File: src/rtl/vga_pkg.sv
// ----------------------------------------------------------------------------
// vga_pkg
// Shared VGA timing definitions. The timing generator, the icon block and the
// colorizer all import this package, so they agree on the default 640x480
// mode, on how the frame totals are derived and on where the sync windows lie.
// The package has no ports: it holds constants, helper functions and the
// bundle type for the registered control outputs.
// ----------------------------------------------------------------------------
package vga_pkg;

  // Width of the pixel/line counters. 10 bits covers H_TOTAL=800 and V_TOTAL=525.
  localparam int unsigned CNT_W = 10;

  // Default 640x480 @ 60 Hz timing (25 MHz pixel rate from a 100 MHz clk).
  localparam int unsigned CLK_DIV_DEF  = 4;
  localparam int unsigned H_ACTIVE_DEF = 640;
  localparam int unsigned H_FP_DEF     = 16;
  localparam int unsigned H_SYNC_DEF   = 96;
  localparam int unsigned H_BP_DEF     = 48;
  localparam int unsigned V_ACTIVE_DEF = 480;
  localparam int unsigned V_FP_DEF     = 10;
  localparam int unsigned V_SYNC_DEF   = 2;
  localparam int unsigned V_BP_DEF     = 33;

  // Total span of one axis (pixels per line or lines per frame).
  function automatic int unsigned span_total(input int unsigned active,
                                             input int unsigned fp,
                                             input int unsigned sync,
                                             input int unsigned bp);
    return active + fp + sync + bp;
  endfunction

  // First count inside the sync pulse.
  function automatic int unsigned sync_start(input int unsigned active,
                                             input int unsigned fp);
    return active + fp;
  endfunction

  // First count after the sync pulse (exclusive bound).
  function automatic int unsigned sync_end(input int unsigned active,
                                           input int unsigned fp,
                                           input int unsigned sync);
    return active + fp + sync;
  endfunction

  localparam int unsigned H_TOTAL_DEF =
    span_total(H_ACTIVE_DEF, H_FP_DEF, H_SYNC_DEF, H_BP_DEF);
  localparam int unsigned V_TOTAL_DEF =
    span_total(V_ACTIVE_DEF, V_FP_DEF, V_SYNC_DEF, V_BP_DEF);

  // Registered control outputs, kept together so they share one next-state
  // computation and one reset value.
  typedef struct packed {
    logic hsync_n;
    logic vsync_n;
    logic video_on;
    logic pix_tick;
    logic frame_tick;
  } vga_ctrl_t;

  localparam vga_ctrl_t CTRL_RESET = '{
    hsync_n:    1'b1,
    vsync_n:    1'b1,
    video_on:   1'b0,
    pix_tick:   1'b0,
    frame_tick: 1'b0
  };

endpackage

File: src/rtl/clk_en_div.sv
// ----------------------------------------------------------------------------
// clk_en_div
// Pixel-rate enable generator. Counts clk cycles 0..CLK_DIV-1 and raises
// 'advance' combinationally during the last cycle of each pixel period, so
// the consumer steps exactly once every CLK_DIV clocks. With CLK_DIV=1 the
// counter is held at zero and 'advance' is permanently high.
//
// Ports
//   clk      in   system clock, rising edge
//   rst_n    in   asynchronous active-low reset (counter returns to 0)
//   advance  out  high in the cycle whose rising edge ends a pixel period
// ----------------------------------------------------------------------------
module clk_en_div #(
  parameter int unsigned CLK_DIV = 4
) (
  input  logic clk,
  input  logic rst_n,
  output logic advance
);

  // A one-bit counter is still kept for CLK_DIV=1 so the port list and the
  // comparison stay uniform; it simply never leaves zero.
  localparam int unsigned DIV_W = (CLK_DIV > 1) ? $clog2(CLK_DIV) : 1;
  localparam logic [DIV_W-1:0] DIV_LAST = DIV_W'(CLK_DIV - 1);

  logic [DIV_W-1:0] div_cnt_q;
  logic [DIV_W-1:0] div_cnt_d;

  assign advance = (div_cnt_q == DIV_LAST);

  always_comb begin
    div_cnt_d = advance ? '0 : div_cnt_q + 1'b1;
  end

  // NOTE: sequential state is only ever updated with non-blocking '<=' so all
  // registers sample their next value from the same pre-edge snapshot.
  always_ff @(posedge clk or negedge rst_n) begin
    if (!rst_n) begin
      div_cnt_q <= '0;
    end else begin
      div_cnt_q <= div_cnt_d;
    end
  end

endmodule

File: src/rtl/vga_timing_gen.sv
// ----------------------------------------------------------------------------
// vga_timing_gen
// VGA raster timing generator. A clk_en_div instance produces one 'advance'
// per pixel period; on each advance the horizontal count steps and, at the
// end of a line, the vertical count steps. Sync, video-enable and tick
// outputs are decoded from the *next* counts and registered on the same edge
// as the counts, so every output changes in the same cycle as pixCol/pixRow
// and none of them lags.
//
// Ports
//   clk        in   system clock, rising edge (only clock in the block)
//   rst_n      in   asynchronous active-low reset (release synchronised
//                   upstream by the system reset bridge)
//   pixCol     out  current pixel count, 0..H_TOTAL-1
//   pixRow     out  current line count, 0..V_TOTAL-1
//   hSync      out  horizontal sync, active low
//   vSync      out  vertical sync, active low
//   videoOn    out  high while (pixCol,pixRow) is in the active region
//   pixTick    out  one-clk pulse in the first clk of each new pixel
//   frameTick  out  one-clk pulse in the first clk of pixel (0,0)
//
// While in reset the counts sit at (H_TOTAL-1, V_TOTAL-1), so the first
// advance after release wraps both of them and presents (0,0) with
// frameTick set, CLK_DIV clocks after release.
// ----------------------------------------------------------------------------
module vga_timing_gen
  import vga_pkg::*;
#(
  parameter int unsigned CLK_DIV  = CLK_DIV_DEF,
  parameter int unsigned H_ACTIVE = H_ACTIVE_DEF,
  parameter int unsigned H_FP     = H_FP_DEF,
  parameter int unsigned H_SYNC   = H_SYNC_DEF,
  parameter int unsigned H_BP     = H_BP_DEF,
  parameter int unsigned V_ACTIVE = V_ACTIVE_DEF,
  parameter int unsigned V_FP     = V_FP_DEF,
  parameter int unsigned V_SYNC   = V_SYNC_DEF,
  parameter int unsigned V_BP     = V_BP_DEF
) (
  input  logic             clk,
  input  logic             rst_n,
  output logic [CNT_W-1:0] pixCol,
  output logic [CNT_W-1:0] pixRow,
  output logic             hSync,
  output logic             vSync,
  output logic             videoOn,
  output logic             pixTick,
  output logic             frameTick
);

  localparam int unsigned H_TOTAL = span_total(H_ACTIVE, H_FP, H_SYNC, H_BP);
  localparam int unsigned V_TOTAL = span_total(V_ACTIVE, V_FP, V_SYNC, V_BP);

  // All decode bounds are full counter-width constants so every comparison
  // is done on the complete 10-bit count.
  localparam logic [CNT_W-1:0] H_LAST    = CNT_W'(H_TOTAL - 1);
  localparam logic [CNT_W-1:0] V_LAST    = CNT_W'(V_TOTAL - 1);
  localparam logic [CNT_W-1:0] H_ACT_END = CNT_W'(H_ACTIVE);
  localparam logic [CNT_W-1:0] V_ACT_END = CNT_W'(V_ACTIVE);
  localparam logic [CNT_W-1:0] HS_START  = CNT_W'(sync_start(H_ACTIVE, H_FP));
  localparam logic [CNT_W-1:0] HS_END    = CNT_W'(sync_end(H_ACTIVE, H_FP, H_SYNC));
  localparam logic [CNT_W-1:0] VS_START  = CNT_W'(sync_start(V_ACTIVE, V_FP));
  localparam logic [CNT_W-1:0] VS_END    = CNT_W'(sync_end(V_ACTIVE, V_FP, V_SYNC));

  logic             advance;
  logic [CNT_W-1:0] h_count_q, h_count_d;
  logic [CNT_W-1:0] v_count_q, v_count_d;
  vga_ctrl_t        ctrl_q, ctrl_d;

  clk_en_div #(
    .CLK_DIV (CLK_DIV)
  ) u_clk_en_div (
    .clk     (clk),
    .rst_n   (rst_n),
    .advance (advance)
  );

  // Raster counters: horizontal steps on advance, vertical steps (and both
  // wrap) on the same edge that ends the line.
  // NOTE: every signal driven here gets a default first, so no path leaves it
  // unassigned and no latch is inferred.
  always_comb begin
    h_count_d = h_count_q;
    v_count_d = v_count_q;
    if (advance) begin
      if (h_count_q == H_LAST) begin
        h_count_d = '0;
        v_count_d = (v_count_q == V_LAST) ? '0 : v_count_q + 1'b1;
      end else begin
        h_count_d = h_count_q + 1'b1;
      end
    end
  end

  // Decode from the next counts so the registered outputs line up with the
  // registered counts rather than trailing them by a cycle.
  always_comb begin
    ctrl_d            = CTRL_RESET;
    ctrl_d.hsync_n    = !((h_count_d >= HS_START) && (h_count_d < HS_END));
    ctrl_d.vsync_n    = !((v_count_d >= VS_START) && (v_count_d < VS_END));
    ctrl_d.video_on   = (h_count_d < H_ACT_END) && (v_count_d < V_ACT_END);
    ctrl_d.pix_tick   = advance;
    ctrl_d.frame_tick = advance && (h_count_d == '0) && (v_count_d == '0);
  end

  always_ff @(posedge clk or negedge rst_n) begin
    if (!rst_n) begin
      h_count_q <= H_LAST;
      v_count_q <= V_LAST;
      ctrl_q    <= CTRL_RESET;
    end else begin
      h_count_q <= h_count_d;
      v_count_q <= v_count_d;
      ctrl_q    <= ctrl_d;
    end
  end

  assign pixCol    = h_count_q;
  assign pixRow    = v_count_q;
  assign hSync     = ctrl_q.hsync_n;
  assign vSync     = ctrl_q.vsync_n;
  assign videoOn   = ctrl_q.video_on;
  assign pixTick   = ctrl_q.pix_tick;
  assign frameTick = ctrl_q.frame_tick;

endmodule

File: config.mk
export PLATFORM = sky130hd
export DESIGN_NAME = vga_timing_gen
export DESIGN_NICKNAME = d
export VERILOG_FILES = /design/src/rtl/vga_pkg.sv /design/src/rtl/clk_en_div.sv /design/src/rtl/vga_timing_gen.sv
export SDC_FILE = /design/constraint.sdc
export NUM_CORES = 1
export LEC_CHECK = 0
export ABC_AREA = 1
export CORE_AREA = 2 2 76 78
export CTS_CLUSTER_SIZE = 28
export DETAILED_ROUTE_END_ITERATION = 10
export DIE_AREA = 0 0 78 80
export GPL_TIMING_DRIVEN = 0
export HOLD_SLACK_MARGIN = 0.12
export SETUP_SLACK_MARGIN = 0.3
export SLEW_MARGIN = 40
export SYNTH_ARGS = -nofsm -noshare
export SYNTH_HDL_FRONTEND = slang
export SYNTH_SLANG_ARGS = --single-unit
File: constraint.sdc
create_clock -name clk -period 1.8 [get_ports clk]
set_input_delay 0.45 -clock clk [delete_from_list [all_inputs] [get_ports clk]]
set_output_delay 0.45 -clock clk [all_outputs]
set_load 0.05 [all_outputs]
# Yosys cells after proc, flatten, opt, wreduce, memory -nomap -nowiden
# Cells that the tools add are included.
# word_totals
out_inout_bits	25
ff_bits	27
inputBits	2
elab_cells	35
# op_classes
n_mux	6
n_eq_ne	3
addsub	3
n_reduce_logical	9
order_cmp	6
# op_table
operator	n
$mux W10	5
$add A10 B1 Y10 const B	2
$eq A10 B10 Y1 const B	2
$logic_not A10 Y1	2
$lt A10 B10 Y1 const B	2
$lt A10 B9 Y1 const B	2
$ge A10 B10 Y1 const B	1
$ge A10 B9 Y1 const B	1
$logic_and A1 B1 Y1	5
$add A2 B1 Y2 const B	1
$eq A2 B2 Y1 const B	1
$logic_not A1 Y1	2
$mux W2	1

# Depth between registers and ports, before layout
# depth
word_depth	7
ltp_mapped	13

# Hierarchy
# From an unflattened synthesis, not the netlist that was laid out.
# hier_totals
cells_unflattened	237
hier_area_um2	1785.5
# modules_own_cells
mod	area_each_um2	seq_area_each_um2	instances	cells_each
vga_timing_gen	1719.1	640.6	1	233
clk_en_div	66.3	50.0	1	4

# Least setup slack after synthesis
# OpenSTA, ideal clock, no wires.
# synth_path
path_kind	register -> register
from	reg h_count_q[0], in the netlist pixCol[0]
to	reg ctrl_q (netlist bit videoOn)
n_path_buf	0
path_slack_ps	-186
synth_period_minus_slack_ps	1986
arrival_ps	1873
required_ps	1687
stages_incl_launch_ff	13
cell_sequence	dfstp_2 -> ha_1 -> inv_2 -> nor2_4 -> inv_2 -> nor2_8 -> nand4_1 -> nand2_1 -> nand2_2 -> nor2_1 -> nand3_1 -> nand2_1 -> inv_1
# synth_lines
element	line_no	rtl
start, declared	vga_timing_gen.sv:65	logic [CNT_W-1:0] h_count_q, h_count_d;
start signal, assigned	vga_timing_gen.sv:111	h_count_q <= h_count_d;
end signal, assigned	vga_timing_gen.sv:113	ctrl_q <= ctrl_d;
end, declared	vga_timing_gen.sv:67	vga_ctrl_t ctrl_q, ctrl_d;

==> impl_results.md <==
* Die Ht at 80 um
* Initial antenna violation count at 0
* Worst Path Buf+Inv at 2
* WL final at 4850 um
* 1st-iter DRT viols at 82
* Top cell type by total area after synthesis: dfrtp_1
* Area post-placement at 2270 um^2
* Post-Syn Area at 1860 um^2
* Post-route cell area at around 2600 um^2
* Wire per inst at approximately 13 um
* Most common cell after layout, fill and taps aside: nand2_1
* Mux contribution to synthesized area at 0%
* DRC violations left at 0
* Pre-antenna DRT Iters at 4
* Crit-path most repeated cell: inv_4
* P_leak at 1.31 nW
* Die X at 78 um
* Worst Skew at 0.00408 ns
* Top-area cell type share of the netlist area at between 20% and 30%
* Slowest cell on the critical path: dfstp_4
* Most frequent cells in the layout: 56 x nand2_1, 43 x inv_1, 23 x nor2_1
* Nets at about 320
* Final setup viols at 4
* I/O Buffers at 26
* Initial Util at roughly a third
* CP top delay family: simple AND/OR/NAND/NOR gates
* IO Count at 27
* Max Freq at 0.524 GHz
* TritonCTS clock tree: done
* Synth Area in Simple Gates at 45.3%
* Fin crit period at 1.91 ns
* Vias/cell at between 4 and 5
* Synth Area in XOR/XNOR at 0.940%
* Pwr/cell area at 368 nW/um^2
* Yosys warns at 0
* Detail Placement HPWL at approximately 3500 um
* Inserted Diodes at 0
* Crit-path cells: ha_4, inv_4, nor2_4, nand4_4, o21ai_2, nand2_4, inv_4, nand2_2, nor2_2, nand3_1
* Hold/Removal Path Class: input pin to asynchronous set/reset pin
* Seq/Total Area, Yosys at 37.0%
* Clock Path Buffers at 2
* Critical Path Start Type: flip-flop
* Root Buffer Master: clkbuf_8
* Worst setup margin at -0.107 ns
* # rows at 27
* Vias after detailed routing at 1787
* Relative slew margins at between 60% and 70%
* Post-Syn Nets at 270
* Critical path class: flip-flop to flip-flop
* Total Routing Usage GR at 16.5%
* Main combinational cell family by area after synthesis: simple AND/OR/NAND/NOR gates
* Critical Path RT at roughly 2 ns
* Core Area at 5410 um^2
* Biggest cell delay along the critical path at 0.65 ns
* Global-route wire length before repair at 8070 um
* Synth cell types at 29
* CP max FO at 7
* Area growth, synth to finish at 41.3%
* RePlAce Congestion at around 0.9
* Crit path DAT at roughly 2.1 ns
* Slew Viols, Final at 0
* Max-Cap Viols at 0
* Synth area leaders: dfrtp_1 20%, dfstp_2 17%, nand2_1 14%
* Clock H-tree levels at 1
* Core Util, Final at between 40% and 50%
* Largest net degree at the start of global routing at 28
* Reg clk slew, reported paths at 0.09 ns
* Post-Synth Adder-Cell Area at 2.68%
* Synthesized area per cell at between 7 and 8 um^2
* RSZ-0062 raised after global routing: true
* Hold Fails Final Rpt at 0
* DRT antenna net count at 0
* Failing checks: setup timing
* Worst-skew pair later-pin latency at between 0.2 and 0.3 ns
* Gr ovfl total at 0
* Vias in the first global route at about 1800
* Ratio of cells with drive above 1 in the final layout at 43.2%
* Total die area at 6240 um^2
* FILL cells at 566
* VDD IR-drop max at between 0.2 and 0.25 mV
* Worst Setup End Kind: flip-flop
* Crit share post-route at 106%
* Mapped Cells at 264
* CTS Buf Count at 3
* Register bit total from synthesis at 27
* Worst Tran Pin Value at 0.587 ns
* Outcome: finished, violations left
* Sink Count at 27
* Tot Pwr at 0.969 mW
* Compound-gate portion of the synthesized area at 0.940%
worst register-to-register path, cell delays in order (launching register included):
cell     delay, ns
dfstp_4       0.65
ha_4          0.16
inv_4         0.05
nor2_4        0.14
nand4_4       0.20
o21ai_2       0.24
nand2_4       0.09
inv_4         0.07
nand2_2       0.05
nor2_2        0.11
nand3_1       0.09
per-stage QoR:
stage	setup WS [ns]	setup TNS (ns)	hold slack (ns)	std cells
finish	-0.107	-0.309	0.166	380
global route	-0.199	-0.759	0.216	380
CTS	-0.0871	-0.234	0.209	371
detailed placement	-0.163	-0.725	0.425	362
global placement	-0.231	-2.91	0.415	362
floorplan	-0.00219	-0.00237	0.154	264
synth_stat cells:
library cell	count
nand4_2	2
o21ai_1	1
nand2_4	1
o211ai_1	1
buf_4	2
dfrtp_1	15
nand3_2	4
nand3_1	25
inv_2	7
nand2_2	4
nand3_4	1
xor2_1	2
clkinv_1	2
nand3b_1	1
nand2_1	71
nor2_1	31
or2_0	1
nor3_1	5
nor2_4	3
nor2_8	1
nand4_1	11
nor3_2	1
o21ai_0	1
buf_6	1
ha_1	4
nor2_2	4
dfstp_2	12
nand4_4	1
inv_1	49
power breakdown:
part           leakage, nW  switching (mW)  internal, mW  total [mW]
registers            0.323               0         0.607       0.607
logic                0.960          0.0111      0.000777      0.0119
clock network       0.0228           0.191         0.159       0.350
sequential cells by signal, indices dropped and copies added, names as in the netlist:
register and cells:
pixCol 10, hSync 1, vSync 1, pixRow 10, frameTick 1, videoOn 1
u_clk_en_div.div_cnt_q 2, pixTick 1
timing repair:
item	4_1_cts	5_1_grt
cloned	1	0
setup endpoints to repair	43	34
gates resized for setup	155	59
hold buffers	0	0
setup buffers	4	9
pin swaps	8	22
cell families (layout without fill, tap and decap cells):
group,Yosys count,after routing
simple gates,167,168
buf+inv,61,104
flops,27,27
fa+ha+maj,4,4
compound gates,3,3
xor+xnor,2,2
layer usage:
metal / wire (um) / GRT usage [%] / part of all wire [%]
met5: 0 / 0 / 0
met4: 53 / 5.61 / 1.1
met3: 129 / 1.81 / 2.7
met2: 2410 / 29.4 / 50
met1: 2260 / 20.6 / 47
final cells by class:
class	instances	area, um^2	area share (%)
plain buffers	3	30.0	1.14
inverters	58	230	8.74
multi-input cells	177	1160	44.0
repair buffers	39	377	14.3
flip-flops and latches	27	704	26.7
clock buffers	4	45.0	1.71
well taps	72	90.1	3.42
path summary, 6_finish.rpt:
check / startpoint / endpoint / slack, ns / cells past startpoint
min in group clk: u_clk_en_div.div_cnt_q[0]$_DFF_PN0_ / u_clk_en_div.div_cnt_q[0]$_DFF_PN0_ / 0.45 / 1
setup reg to reg: pixCol[1]$_DFF_PN1_ / vSync$_DFF_PN1_ / -0.11 / 10
setup / recovery: pixCol[1]$_DFF_PN1_ / vSync$_DFF_PN1_ / -0.11 / 10
max in group asynchronous: rst_n / pixRow[1]$_DFF_PN0_ / 1.22 / 1
hold / removal: rst_n / pixTick$_DFF_PN0_ / 0.17 / 1
hold reg to reg: u_clk_en_div.div_cnt_q[0]$_DFF_PN0_ / u_clk_en_div.div_cnt_q[0]$_DFF_PN0_ / 0.45 / 1
Power figures use the tool's default switching activity.
